===== src/rtl/rgb2gray_pkg.sv =====
// Shared types and constants for the rgb2gray pixel pipeline:
// output mode encoding, register map addresses and default luminosity weights.
package rgb2gray_pkg;

  typedef enum logic [1:0] {
    MODE_BYPASS = 2'd0,
    MODE_GRAY   = 2'd1,
    MODE_THRESH = 2'd2,
    MODE_INVERT = 2'd3
  } mode_t;

  localparam logic [1:0] ADDR_CTRL = 2'd0;
  localparam logic [1:0] ADDR_RW   = 2'd1;
  localparam logic [1:0] ADDR_GW   = 2'd2;
  localparam logic [1:0] ADDR_BW   = 2'd3;

  localparam int unsigned CTRL_THR_LSB = 8;

  localparam int unsigned DEF_RW = 32'h35;
  localparam int unsigned DEF_GW = 32'hb8;
  localparam int unsigned DEF_BW = 32'h12;

  function automatic mode_t to_mode(input logic [1:0] bits);
    return mode_t'(bits);
  endfunction

endpackage


===== src/rtl/rgb2gray_if.sv =====
// Pixel stream (valid/ready/last) plus register write/read bus of the rgb2gray core.
// slave = core side, master = upstream/downstream/bus side.
interface rgb2gray_if #(
  parameter int unsigned CW = 4
);
  logic            wr_en;
  logic [1:0]      wr_addr;
  logic [31:0]     wr_data;
  logic [1:0]      rd_addr;
  logic [31:0]     rd_data;

  logic [3*CW-1:0] si_data;
  logic            si_valid;
  logic            si_ready;
  logic            si_last;

  logic [3*CW-1:0] so_data;
  logic            so_valid;
  logic            so_ready;
  logic            so_last;

  modport slave (
    input  wr_en, wr_addr, wr_data, rd_addr,
    input  si_data, si_valid, si_last, so_ready,
    output rd_data, si_ready, so_data, so_valid, so_last
  );

  modport master (
    output wr_en, wr_addr, wr_data, rd_addr,
    output si_data, si_valid, si_last, so_ready,
    input  rd_data, si_ready, so_data, so_valid, so_last
  );
endinterface


===== src/rtl/rgb2gray_luma.sv =====
// Combinational luma: sums the three weighted channel products, rounds to nearest
// and saturates the integer part to CW bits.
module rgb2gray_luma #(
  parameter int unsigned CW = 4,
  parameter int unsigned WW = 8
) (
  input  logic [CW+WW-1:0] p_r,
  input  logic [CW+WW-1:0] p_g,
  input  logic [CW+WW-1:0] p_b,
  output logic [CW-1:0]    y
);
  localparam int unsigned AW = CW + WW + 2;
  localparam logic [AW-1:0] RND = AW'(1) << (WW - 1);

  logic [AW-1:0] sum;
  logic [CW+1:0] y_full;

  always_comb begin
    sum    = AW'(p_r) + AW'(p_g) + AW'(p_b) + RND;
    y_full = (CW + 2)'(sum >> WW);
    // Weights up to ~1.0 each can push the sum past one full-scale channel.
    if (|y_full[CW+1:CW]) begin
      y = '1;
    end else begin
      y = y_full[CW-1:0];
    end
  end

endmodule


===== src/rtl/rgb2gray_pipe.sv =====
// Two-stage streaming colour-to-grayscale core: stage 1 registers the weighted
// products and per-pixel controls, stage 2 registers the mode-selected output pixel.
module rgb2gray_pipe
  import rgb2gray_pkg::*;
#(
  parameter int unsigned CW      = 4,
  parameter int unsigned WW      = 8,
  parameter int unsigned RW_INIT = DEF_RW,
  parameter int unsigned GW_INIT = DEF_GW,
  parameter int unsigned BW_INIT = DEF_BW
) (
  input logic       clk,
  input logic       reset_n,
  rgb2gray_if.slave bus
);
  localparam int unsigned PW = CW + WW;
  localparam int unsigned DW = 3 * CW;
  localparam logic [CW-1:0] THR_INIT = CW'(1 << (CW - 1));

  // Control/weight registers
  mode_t         mode_q, mode_d;
  logic [CW-1:0] thr_q, thr_d;
  logic [WW-1:0] rw_q, rw_d;
  logic [WW-1:0] gw_q, gw_d;
  logic [WW-1:0] bw_q, bw_d;
  logic [31:0]   rd_data;

  // Stage 1
  logic          s1_valid_q, s1_valid_d;
  logic [DW-1:0] s1_pix_q, s1_pix_d;
  logic          s1_last_q, s1_last_d;
  mode_t         s1_mode_q, s1_mode_d;
  logic [CW-1:0] s1_thr_q, s1_thr_d;
  logic [PW-1:0] s1_pr_q, s1_pr_d;
  logic [PW-1:0] s1_pg_q, s1_pg_d;
  logic [PW-1:0] s1_pb_q, s1_pb_d;

  // Stage 2
  logic          so_valid_q, so_valid_d;
  logic [DW-1:0] so_data_q, so_data_d;
  logic          so_last_q, so_last_d;

  logic          advance;
  logic [CW-1:0] in_r, in_g, in_b;
  logic [CW-1:0] y, y_n;
  logic [DW-1:0] out_pix;
  logic          unused_wr_bits;

  assign unused_wr_bits = ^bus.wr_data;

  always_comb begin
    mode_d = mode_q;
    thr_d  = thr_q;
    rw_d   = rw_q;
    gw_d   = gw_q;
    bw_d   = bw_q;
    if (bus.wr_en) begin
      case (bus.wr_addr)
        ADDR_CTRL: begin
          mode_d = to_mode(bus.wr_data[1:0]);
          thr_d  = bus.wr_data[CTRL_THR_LSB +: CW];
        end
        ADDR_RW: rw_d = bus.wr_data[WW-1:0];
        ADDR_GW: gw_d = bus.wr_data[WW-1:0];
        ADDR_BW: bw_d = bus.wr_data[WW-1:0];
        default: ;
      endcase
    end
  end

  always_comb begin
    rd_data = '0;
    case (bus.rd_addr)
      ADDR_CTRL: begin
        rd_data[1:0]                  = mode_q;
        rd_data[CTRL_THR_LSB +: CW]   = thr_q;
      end
      ADDR_RW: rd_data[WW-1:0] = rw_q;
      ADDR_GW: rd_data[WW-1:0] = gw_q;
      ADDR_BW: rd_data[WW-1:0] = bw_q;
      default: ;
    endcase
  end

  assign advance = !so_valid_q || bus.so_ready;
  assign in_r    = bus.si_data[3*CW-1:2*CW];
  assign in_g    = bus.si_data[2*CW-1:CW];
  assign in_b    = bus.si_data[CW-1:0];

  // Stage 1 captures the register values current at acceptance, so a write in
  // the same cycle only affects later pixels.
  always_comb begin
    s1_valid_d = s1_valid_q;
    s1_pix_d   = s1_pix_q;
    s1_last_d  = s1_last_q;
    s1_mode_d  = s1_mode_q;
    s1_thr_d   = s1_thr_q;
    s1_pr_d    = s1_pr_q;
    s1_pg_d    = s1_pg_q;
    s1_pb_d    = s1_pb_q;
    if (advance) begin
      s1_valid_d = bus.si_valid;
      if (bus.si_valid) begin
        s1_pix_d  = bus.si_data;
        s1_last_d = bus.si_last;
        s1_mode_d = mode_q;
        s1_thr_d  = thr_q;
        s1_pr_d   = PW'(in_r) * PW'(rw_q);
        s1_pg_d   = PW'(in_g) * PW'(gw_q);
        s1_pb_d   = PW'(in_b) * PW'(bw_q);
      end
    end
  end

  rgb2gray_luma #(
    .CW (CW),
    .WW (WW)
  ) u_luma (
    .p_r (s1_pr_q),
    .p_g (s1_pg_q),
    .p_b (s1_pb_q),
    .y   (y)
  );

  always_comb begin
    y_n     = ~y;
    out_pix = s1_pix_q;
    case (s1_mode_q)
      MODE_BYPASS: out_pix = s1_pix_q;
      MODE_GRAY:   out_pix = {y, y, y};
      MODE_THRESH: out_pix = (y >= s1_thr_q) ? '1 : '0;
      MODE_INVERT: out_pix = {y_n, y_n, y_n};
      default:     out_pix = s1_pix_q;
    endcase
  end

  always_comb begin
    so_valid_d = so_valid_q;
    so_data_d  = so_data_q;
    so_last_d  = so_last_q;
    if (advance) begin
      so_valid_d = s1_valid_q;
      if (s1_valid_q) begin
        so_data_d = out_pix;
        so_last_d = s1_last_q;
      end
    end
  end

  always_ff @(posedge clk or negedge reset_n) begin
    if (!reset_n) begin
      mode_q     <= MODE_GRAY;
      thr_q      <= THR_INIT;
      rw_q       <= WW'(RW_INIT);
      gw_q       <= WW'(GW_INIT);
      bw_q       <= WW'(BW_INIT);
      s1_valid_q <= 1'b0;
      s1_pix_q   <= '0;
      s1_last_q  <= 1'b0;
      s1_mode_q  <= MODE_GRAY;
      s1_thr_q   <= '0;
      s1_pr_q    <= '0;
      s1_pg_q    <= '0;
      s1_pb_q    <= '0;
      so_valid_q <= 1'b0;
      so_data_q  <= '0;
      so_last_q  <= 1'b0;
    end else begin
      mode_q     <= mode_d;
      thr_q      <= thr_d;
      rw_q       <= rw_d;
      gw_q       <= gw_d;
      bw_q       <= bw_d;
      s1_valid_q <= s1_valid_d;
      s1_pix_q   <= s1_pix_d;
      s1_last_q  <= s1_last_d;
      s1_mode_q  <= s1_mode_d;
      s1_thr_q   <= s1_thr_d;
      s1_pr_q    <= s1_pr_d;
      s1_pg_q    <= s1_pg_d;
      s1_pb_q    <= s1_pb_d;
      so_valid_q <= so_valid_d;
      so_data_q  <= so_data_d;
      so_last_q  <= so_last_d;
    end
  end

  assign bus.rd_data  = rd_data;
  assign bus.si_ready = advance;
  assign bus.so_data  = so_data_q;
  assign bus.so_valid = so_valid_q;
  assign bus.so_last  = so_last_q;

endmodule


===== src/flat_wrapper.sv =====
// flat-port wrapper written by rule: the top's interface ports become plain ports
module rgb2gray_pipe_flat import rgb2gray_pkg::*;
#(
  parameter int unsigned CW      = 4,
  parameter int unsigned WW      = 8,
  parameter int unsigned RW_INIT = DEF_RW,
  parameter int unsigned GW_INIT = DEF_GW,
  parameter int unsigned BW_INIT = DEF_BW
)
  (clk, reset_n, bus_wr_en, bus_wr_addr, bus_wr_data, bus_rd_addr, bus_si_data, bus_si_valid, bus_si_last, bus_so_ready, bus_rd_data, bus_si_ready, bus_so_data, bus_so_valid, bus_so_last);
  rgb2gray_if #(.CW(CW)) bus_i ();
  input logic clk;
  input logic reset_n;
  input wire logic [$bits(bus_i.wr_en)-1:0] bus_wr_en;
  input wire logic [$bits(bus_i.wr_addr)-1:0] bus_wr_addr;
  input wire logic [$bits(bus_i.wr_data)-1:0] bus_wr_data;
  input wire logic [$bits(bus_i.rd_addr)-1:0] bus_rd_addr;
  input wire logic [$bits(bus_i.si_data)-1:0] bus_si_data;
  input wire logic [$bits(bus_i.si_valid)-1:0] bus_si_valid;
  input wire logic [$bits(bus_i.si_last)-1:0] bus_si_last;
  input wire logic [$bits(bus_i.so_ready)-1:0] bus_so_ready;
  output wire logic [$bits(bus_i.rd_data)-1:0] bus_rd_data;
  output wire logic [$bits(bus_i.si_ready)-1:0] bus_si_ready;
  output wire logic [$bits(bus_i.so_data)-1:0] bus_so_data;
  output wire logic [$bits(bus_i.so_valid)-1:0] bus_so_valid;
  output wire logic [$bits(bus_i.so_last)-1:0] bus_so_last;
  assign bus_i.wr_en = bus_wr_en;
  assign bus_i.wr_addr = bus_wr_addr;
  assign bus_i.wr_data = bus_wr_data;
  assign bus_i.rd_addr = bus_rd_addr;
  assign bus_i.si_data = bus_si_data;
  assign bus_i.si_valid = bus_si_valid;
  assign bus_i.si_last = bus_si_last;
  assign bus_i.so_ready = bus_so_ready;
  assign bus_rd_data = bus_i.rd_data;
  assign bus_si_ready = bus_i.si_ready;
  assign bus_so_data = bus_i.so_data;
  assign bus_so_valid = bus_i.so_valid;
  assign bus_so_last = bus_i.so_last;
  rgb2gray_pipe #(.CW(CW), .WW(WW), .RW_INIT(RW_INIT), .GW_INIT(GW_INIT), .BW_INIT(BW_INIT)) u_core (.clk(clk), .reset_n(reset_n), .bus(bus_i));
endmodule

===== config.mk =====
export PLATFORM = sky130hd
export DESIGN_NAME = rgb2gray_pipe_flat
export DESIGN_NICKNAME = d
export VERILOG_FILES = /design/src/rtl/rgb2gray_pkg.sv /design/src/rtl/rgb2gray_if.sv /design/src/rtl/rgb2gray_luma.sv /design/src/rtl/rgb2gray_pipe.sv /design/src/flat_wrapper.sv
export SDC_FILE = /design/constraint.sdc
export NUM_CORES = 1
export LEC_CHECK = 0
export ABC_AREA = 1
export CORE_ASPECT_RATIO = 0.75
export CORE_MARGIN = 2
export CORE_UTILIZATION = 62
export DETAILED_ROUTE_END_ITERATION = 6
export GPL_TIMING_DRIVEN = 1
export PLACE_DENSITY = 0.89
export SYNTH_ARGS = -nofsm -noshare
export SYNTH_HDL_FRONTEND = slang
export SYNTH_SLANG_ARGS = --single-unit
export TNS_END_PERCENT = 10

===== constraint.sdc =====
create_clock -name clk -period 6.4 [get_ports clk]
set_input_delay 1.28 -clock clk [delete_from_list [all_inputs] [get_ports clk]]
set_output_delay 1.28 -clock clk [all_outputs]
set_load 0.05 [all_outputs]

==> results of run 1 <==
## cell usage after synthesis (7+ instances only)
| library cell | number | share of area, % |
|---|---|---|
| sky130_fd_sc_hd__dfstp_2 | 13 | 4.1 |
| sky130_fd_sc_hd__nand4_1 | 12 | 0.89 |
| sky130_fd_sc_hd__xnor2_1 | 13 | 1.4 |
| sky130_fd_sc_hd__xor2_1 | 15 | 1.6 |
| sky130_fd_sc_hd__buf_4 | 20 | 1.8 |
| sky130_fd_sc_hd__fa_1 | 37 | 8.8 |
| sky130_fd_sc_hd__nor2_1 | 73 | 3.3 |
| sky130_fd_sc_hd__nand3_2 | 8 | 0.95 |
| sky130_fd_sc_hd__o21ai_0 | 92 | 5.5 |
| sky130_fd_sc_hd__nand2_1 | 322 | 14 |
| sky130_fd_sc_hd__a21oi_1 | 41 | 2.4 |
| sky130_fd_sc_hd__nand3_1 | 37 | 2.2 |
| sky130_fd_sc_hd__clkbuf_1 | 24 | 1.1 |
| sky130_fd_sc_hd__inv_1 | 181 | 8.1 |
| sky130_fd_sc_hd__dfrtp_1 | 87 | 26 |
| sky130_fd_sc_hd__nand2_2 | 7 | 0.52 |
| sky130_fd_sc_hd__ha_1 | 86 | 13 |
## logic make-up (layout without fill, tap and decap cells)
family,after synthesis,count (layout),synth area share (%)
AOI/OAI and AO/OA,155,155,10.14
xor gates and xnor gates,28,28,2.918
adders and majority gates,123,123,21.61
buffers and inverters,240,270,11.82
DFF,100,100,29.96
muxes,1,1,0.1340
other,1,21,0.04461
and+or+nand+nor,472,472,23.37
## through the flow
step	area, um^2	power (mW)	setup WS, ns	cells	utilization [%]
after floorplan	8477	3.275	2.300	1139	-
final	9373	4.652	1.508	1341	71.51
after CTS	9370	4.640	1.562	1340	71.49
after global routing	9370	5.111	1.253	1340	71.49
after detailed placement	9042	3.996	1.625	1324	68.99
after global placement	9042	3.879	1.712	1324	68.99
## metal layers
layer,global-route usage [%],up-vias,routed length (um)
li1,-,3556,-
met1,39.98,3406,8673
met2,44.45,288,8908
met3,6.508,34,1684
met4,6.706,0,341
met5,0,-,0
## state kept, by name, summed over array words and instances, names as in the netlist
register / flops
u_core.s1_pg_q: 12
u_core.s1_valid_q: 1
u_core.s1_pb_q: 12
u_core.s1_thr_q: 4
u_core.mode_q: 2
u_core.bus.so_data: 12
u_core.bus.so_last: 1
u_core.bus.so_valid: 1
u_core.s1_pr_q: 12
u_core.s1_pix_q: 12
u_core.bw_q: 8
u_core.s1_mode_q: 2
u_core.s1_last_q: 1
u_core.thr_q: 4
u_core.gw_q: 8
u_core.rw_q: 8
## critical path: cells and delay by family
kind,cells,cell delay [ns]
compound gates,1,0.22
simple gates,2,0.63
buf+inv,3,1.47
## power by group through the flow
stage	clock, mW	combinational, mW	sequential (mW)
2_1_floorplan	0	2.20	1.07
3_3_place_gp	0	2.91	0.973
3_5_place_dp	0	3.02	0.980
4_1_cts	0.608	3.06	0.972
5_1_grt	0.637	3.48	0.998
6_report	0.605	3.07	0.978
## cell type report
type	count	share of cell area (%)
antenna	1	0.02670
clock buffer	11	2.590
clock inverter	5	0.9078
inverter	190	7.622
multi-input combinational	799	53.00
sequential	100	26.87
tap	171	2.283
timing repair buffer	64	6.701
## worst paths after layout
check / end / depth (start not counted) / start / slack, ns
max: bus_rd_data[1] / 6 / bus_rd_addr[1] / 1.51
min: u_core.bus.so_valid / 2 / u_core.s1_valid_q / 0.47
max reg2reg: u_core.bus.so_data[2] / 25 / u_core.s1_pg_q[0] / 1.60
min reg2reg: u_core.bus.so_valid / 2 / u_core.s1_valid_q / 0.47
max in group asynchronous: u_core.s1_pb_q[11] / 2 / reset_n / 4.34
min in group asynchronous: u_core.thr_q[1] / 1 / reset_n / 0.84
==> summary.md, run 1 <==
| Metric | Value |
|---|---|
| Critical path peak fanout | `8` |
| Row count | `36` |
| Minimum clock period after layout | `4.892 ns` |
| Via count of the first global-routing pass | `6975` |
| Final setup violation count | `0` |
| Largest net degree at the start of global routing | `71` |
| Status | `complete, no violations` |
| Critical Path Start Type | `input port` |
| Ys async rst share | `100.0%` |
| Net switching share of the total power | `51.04%` |
| H-tree depth | `3` |
| Peak ir drop on the vdd network | `0.3812 mV` |
| Internal Pwr Total | `2.278 mW` |
| F_max | `204.4 MHz` |
| Endpoint class of the critical path | `primary output` |
| Total global routing track utilization | `28.24%` |
| Horiz. Die Dim | `138.5 um` |
| Biggest cell delay along the critical path | `0.84 ns` |
| Register area | `2519 um^2` |
| Most frequent standard cell in the layout excluding fill and tap cells | `sky130_fd_sc_hd__nand2_1` |
| Final wirelength | `19610 um` |
| Number of enable flip-flop cells after synthesis | `0` |
| Layout cells sized above 1 | `5.817%` |
| Remaining antenna violation count | `0` |
| Cell with the largest stage delay on the worst path | `sky130_fd_sc_hd__clkdlybuf4s50_1` |
| Number of nets in the layout | `1341` |
| Static leakage | `5.137 nW` |
| Starting DRT DRC Count | `569` |
| Routability congestion estimate from global placement | `0.9171` |
| Combinational cell fraction of total power | `66.0%` |
| Die extent in y | `104.8 um` |
| Power density over the cells | `496.3 nW/um^2` |
| Insertion delay of the later-clocked pin in the worst-skew pair | `0.36 ns` |
| Floorplan core area | `13110 um^2` |
| Area of the multi-input gates | `4967 um^2` |
| Hold buffer count at CTS | `0` |
| Type of the worst setup path | `in -> out` |
| WL per Instance | `14.62 um` |
| Number of instances in the synthesized netlist | `1120` |
| Share of the clock period used by the worst path | `76.44%` |
| GR Overflow Total | `0` |
| Hold Crit Class | `reg -> reg` |
| Total Die Area | `14510 um^2` |
| Most numerous cell on the critical path | `sky130_fd_sc_hd__clkdlybuf4s50_1` |
| Number of buffers on the longest clock path | `2` |
| Clock power share | `13.0%` |
| Number of distinct library cells after synthesis | `43` |
| Total Negative Setup Slacks | `0 ns` |
| WHS | `0.4666 ns` |
| Number of buffers inserted by port buffering | `60` |
| Antenna violations before repair | `1` |
| First-pass iteration count of the detailed router | `7` |
| Sw Pwr | `2.374 mW` |
| Max-slew violation count | `0` |
| Worst-Margin Slew | `0.8802 ns` |
| Maximum clock skew at final layout | `0.01080 ns` |
| Endpoint arrival time on the critical path | `3.61 ns` |
| Clock-pin slew on the worst setup and hold paths | `0.07 ns` |
| Vias post-DR | `7284` |
| Count of fill cells added during filler insertion | `1001` |
| Sequential share of power | `21.0%` |
| Max Cap Violations | `0` |
| Number of hold-slack violations in the final timing report | `0` |
| Global-route wire length before repair | `33380 um` |
| Most used cells in the layout excluding fill and tap cells | `sky130_fd_sc_hd__nand2_1 (321), sky130_fd_sc_hd__inv_1 (181), sky130_fd_sc_hd__o21ai_0 (92), sky130_fd_sc_hd__dfrtp_1 (87), sky130_fd_sc_hd__ha_1 (86)` |
| Primary FF master, synth | `sky130_fd_sc_hd__dfrtp_1` |
| PostCTS Resize Cnt | `0` |
| Clock Sinks | `100` |
| Yosys warning total | `0` |
| Vias per Instance | `5.432` |
| Post-synthesis sequential element count | `100` |
| Unrepaired setup endpoints after global routing | `false` |
| Relative area change from synthesis to final layout | `11.51%` |
| Setup Fix Bufs, Post-CTS | `0` |
| Syn_area_per_cell | `7.505 um^2` |
| # IOs | `101` |
| Starting utilization of the core area | `64.13%` |
| Sequential cell area fraction in the yosys report | `29.96%` |
| Post-Syn Area | `8406 um^2` |
| HPWL Detailed | `15060 um` |
| TritonCTS clock tree | `yes` |
| Cells traversed along the worst timing path | `clkdlybuf4s50_1 > inv_1 > nor2_1 > nand2_1 > a22oi_1 > clkdlybuf4s50_1` |
| Count of unresolved DRC violations after routing | `0` |
| Max-slew headroom at the worst pin | `41.32%` |
| Critical path required time | `5.12 ns` |
| Root buffer cell | `sky130_fd_sc_hd__clkbuf_16` |
| Cts bufs inserted | `9` |
Note: power is estimated with default switching activity, not from simulation.
==> run 2: changes to the inputs <==
--- a/config.mk
+++ b/config.mk
@@ -8,10 +8,10 @@
 export ABC_AREA = 1
 export CORE_ASPECT_RATIO = 0.75
 export CORE_MARGIN = 2
-export CORE_UTILIZATION = 62
+export CORE_UTILIZATION = 58
 export DETAILED_ROUTE_END_ITERATION = 6
 export GPL_TIMING_DRIVEN = 1
-export PLACE_DENSITY = 0.89
+export PLACE_DENSITY = 0.85
 export SYNTH_ARGS = -nofsm -noshare
 export SYNTH_HDL_FRONTEND = slang
 export SYNTH_SLANG_ARGS = --single-unit
==> constraint.sdc (replaced) <==
create_clock -name clk -period 4.9 [get_ports clk]
set_input_delay 0.98 -clock clk [delete_from_list [all_inputs] [get_ports clk]]
set_output_delay 0.98 -clock clk [all_outputs]
set_load 0.05 [all_outputs]
==> run 2 against run 1 <==
First-iteration DRC count is 1.2% lower. Clock skew is 0.0012 ns lower. Combinational power is 29% higher. Largest power group unchanged. Wire length is 2.1% lower. Flip-flop and latch count stayed put. Final cell count is 2.2% higher. Sequential power is 30% higher. Clock-buffer cell count is 2 lower. Power is 29% higher. Worst setup slack worse by 1.1 ns.
==> summary.md, run 2 (synthesis gave the netlist of run 1 again) <==
| Metric | Value |
|---|---|
| WL per Instance | `14.01 um` |
| Unrepaired setup endpoints after global routing | `false` |
| Final setup violation count | `0` |
| PnR worst setup slack | `0.3859 ns` |
| Via count of the first global-routing pass | `6784` |
| Register area | `2519 um^2` |
| Overall power | `5.995 mW` |
| Routability congestion estimate from global placement | `0.9349` |
| Static leakage | `5.145 nW` |
| Most used cells in the layout excluding fill and tap cells | `sky130_fd_sc_hd__nand2_1 (321), sky130_fd_sc_hd__inv_1 (181), sky130_fd_sc_hd__o21ai_0 (91), sky130_fd_sc_hd__dfrtp_1 (87), sky130_fd_sc_hd__ha_1 (86)` |
| Starting utilization of the core area | `58.73%` |
| Status | `complete, no violations` |
| First-pass iteration count of the detailed router | `6` |
| Net switching share of the total power | `51.32%` |
| F_max | `221.5 MHz` |
| Endpoint arrival time on the critical path | `4.76 ns` |
| Non-Filler Cell Area, Final | `9417 um^2` |
| Clock Sinks | `100` |
| Layout cells sized above 1 | `6.149%` |
| Clock power share | `12.7%` |
| Total global routing track utilization | `25.99%` |
| Clock-pin slew on the worst setup and hold paths | `0.08 ns` |
| Cts bufs inserted | `9` |
| Cell Area, Placed | `9094 um^2` |
| Start of the worst register-to-register path | `u_core.s1_pg_q[0]` |
| Die extent in y | `108.3 um` |
| TritonCTS clock tree | `yes` |
| Count of unresolved DRC violations after routing | `0` |
| Max-slew violation count | `0` |
| HPWL Detailed | `14780 um` |
| H-tree depth | `3` |
| Critical path required time | `5.15 ns` |
| Max Cap Violations | `0` |
| Critical path peak fanout | `8` |
| Final wirelength | `19200 um` |
| Global-route wire length before repair | `32080 um` |
| Post-Place Worst Slack | `0.2671 ns` |
| Critical path origin | `u_core.s1_pg_q[0]` |
| Minimum clock period after layout | `4.514 ns` |
| Root buffer cell | `sky130_fd_sc_hd__clkbuf_16` |
| Count of fill cells added during filler insertion | `1198` |
| Hold Crit Class | `reg -> reg` |
| Sequential share of power | `21.1%` |
| Vias post-DR | `7179` |
| Most frequent standard cell in the layout excluding fill and tap cells | `sky130_fd_sc_hd__nand2_1` |
| Power density over the cells | `636.6 nW/um^2` |
| Antenna diode count | `0` |
| Starting DRT DRC Count | `562` |
| Area of the multi-input gates | `4971 um^2` |
| Internal Pwr Total | `2.918 mW` |
| Antenna violations before repair | `0` |
| Insertion delay of the later-clocked pin in the worst-skew pair | `0.36 ns` |
| Number of nets in the layout | `1343` |
| Sw Pwr | `3.077 mW` |
| Number of buffers on the longest clock path | `2` |
| Number of buffers inserted by port buffering | `60` |
| Remaining antenna violation count | `0` |
| Largest net degree at the start of global routing | `67` |
| Number of hold-slack violations in the final timing report | `0` |
| Type of the worst setup path | `reg -> reg` |
| Worst-Margin Slew | `0.7777 ns` |
| Max-slew headroom at the worst pin | `48.16%` |
| Final Instance Count excl. Fillers | `1371` |
| Vias per Instance | `5.236` |
| GR Overflow Total | `0` |
| Horiz. Die Dim | `143.0 um` |
| Total Negative Setup Slacks | `0 ns` |
| Maximum clock skew at final layout | `0.009627 ns` |
| WHS | `0.4731 ns` |
| Floorplan core area | `14310 um^2` |
| HP Start | `u_core.s1_valid_q` |
| Combinational cell fraction of total power | `66.2%` |
| Cell Count Post-Placement | `1355` |
| Peak ir drop on the vdd network | `0.3677 mV` |
| Setup Fix Bufs, Post-CTS | `0` |
| Critical Path Start Type | `flop` |
| Total Die Area | `15480 um^2` |
| Share of the clock period used by the worst path | `92.13%` |
| Endpoint class of the critical path | `flop` |
| # IOs | `101` |
| Row count | `38` |
| Relative area change from synthesis to final layout | `12.03%` |
| Finished Core Util | `65.80%` |
-- run 2: changes by cell type in the layout (fill, tap and decap cells not counted), sizes merged --
cell | before | now
bufinv | 2 | 1
diode | 1 | 0
buf | 5 | 7
clkinv | 4 | 5
clkbuf | 11 | 9
inv | 188 | 190
-- run 2: worst paths after layout --
kind,to,slack [ns],depth (start not counted)
worst max-delay path,u_core.bus.so_data[11],0.39,25
worst min-delay path,u_core.bus.so_valid,0.47,2
worst max register to register,u_core.bus.so_data[11],0.39,25
worst min register to register,u_core.bus.so_valid,0.47,2
max in group asynchronous,u_core.mode_q[0],3.18,2
min in group asynchronous,u_core.thr_q[2],0.70,1
-- run 2: area by class of cell --
type                    instances  area share (%)
well taps                     200           2.657
clock inverters                 7          0.9965
inverters                     190           7.587
flip-flops and latches        100           26.75
repair buffers                 66           6.830
multi-input cells             799           52.79
clock buffers                   9           2.392
-- run 2: repair_timing --
action,CTS,global route
endpoints found under the setup margin,0,12
hold buffers,0,0
gates resized for setup,0,2
-- run 2: worst max-delay path: stages (launching register included) --
cell and delay (ns):
sky130_fd_sc_hd__dfrtp_1 0.37, sky130_fd_sc_hd__ha_1 0.18, sky130_fd_sc_hd__inv_1 0.06, sky130_fd_sc_hd__fa_1 0.41
sky130_fd_sc_hd__o21ai_2 0.23, sky130_fd_sc_hd__a21oi_1 0.14, sky130_fd_sc_hd__o21ai_1 0.22, sky130_fd_sc_hd__xnor2_1 0.16
sky130_fd_sc_hd__inv_1 0.06, sky130_fd_sc_hd__ha_1 0.28, sky130_fd_sc_hd__ha_1 0.39, sky130_fd_sc_hd__nand2_1 0.12
sky130_fd_sc_hd__clkinv_2 0.07, sky130_fd_sc_hd__a21oi_2 0.19, sky130_fd_sc_hd__nand4_2 0.14, sky130_fd_sc_hd__nand2_4 0.14
sky130_fd_sc_hd__nand3_2 0.10, sky130_fd_sc_hd__ha_1 0.30, sky130_fd_sc_hd__inv_1 0.06, sky130_fd_sc_hd__nor2_1 0.04
sky130_fd_sc_hd__o211ai_1 0.16, sky130_fd_sc_hd__nand3_1 0.10, sky130_fd_sc_hd__nand3_1 0.20, sky130_fd_sc_hd__nand3_2 0.14
sky130_fd_sc_hd__nor2_1 0.12, sky130_fd_sc_hd__nor2_1 0.05
-- run 2: power by group through the flow --
stage                     registers, mW  clock network, mW  logic, mW
after detailed placement           1.27                  0       3.91
after global routing               1.29              0.803       4.52
after global placement             1.27                  0       3.79
after floorplan                    1.40                  0       2.88
after CTS                          1.26              0.769       3.96
final                              1.27              0.761       3.97
-- run 2: routing by layer --
metal  track usage [%]  vias to the layer above  wire length, um
met2             40.43                      238             8529
met3             4.960                       21             1361
met5                 0                        -                0
met4             5.587                        0              257
li1                  -                     3566                -
met1             38.02                     3354             9053
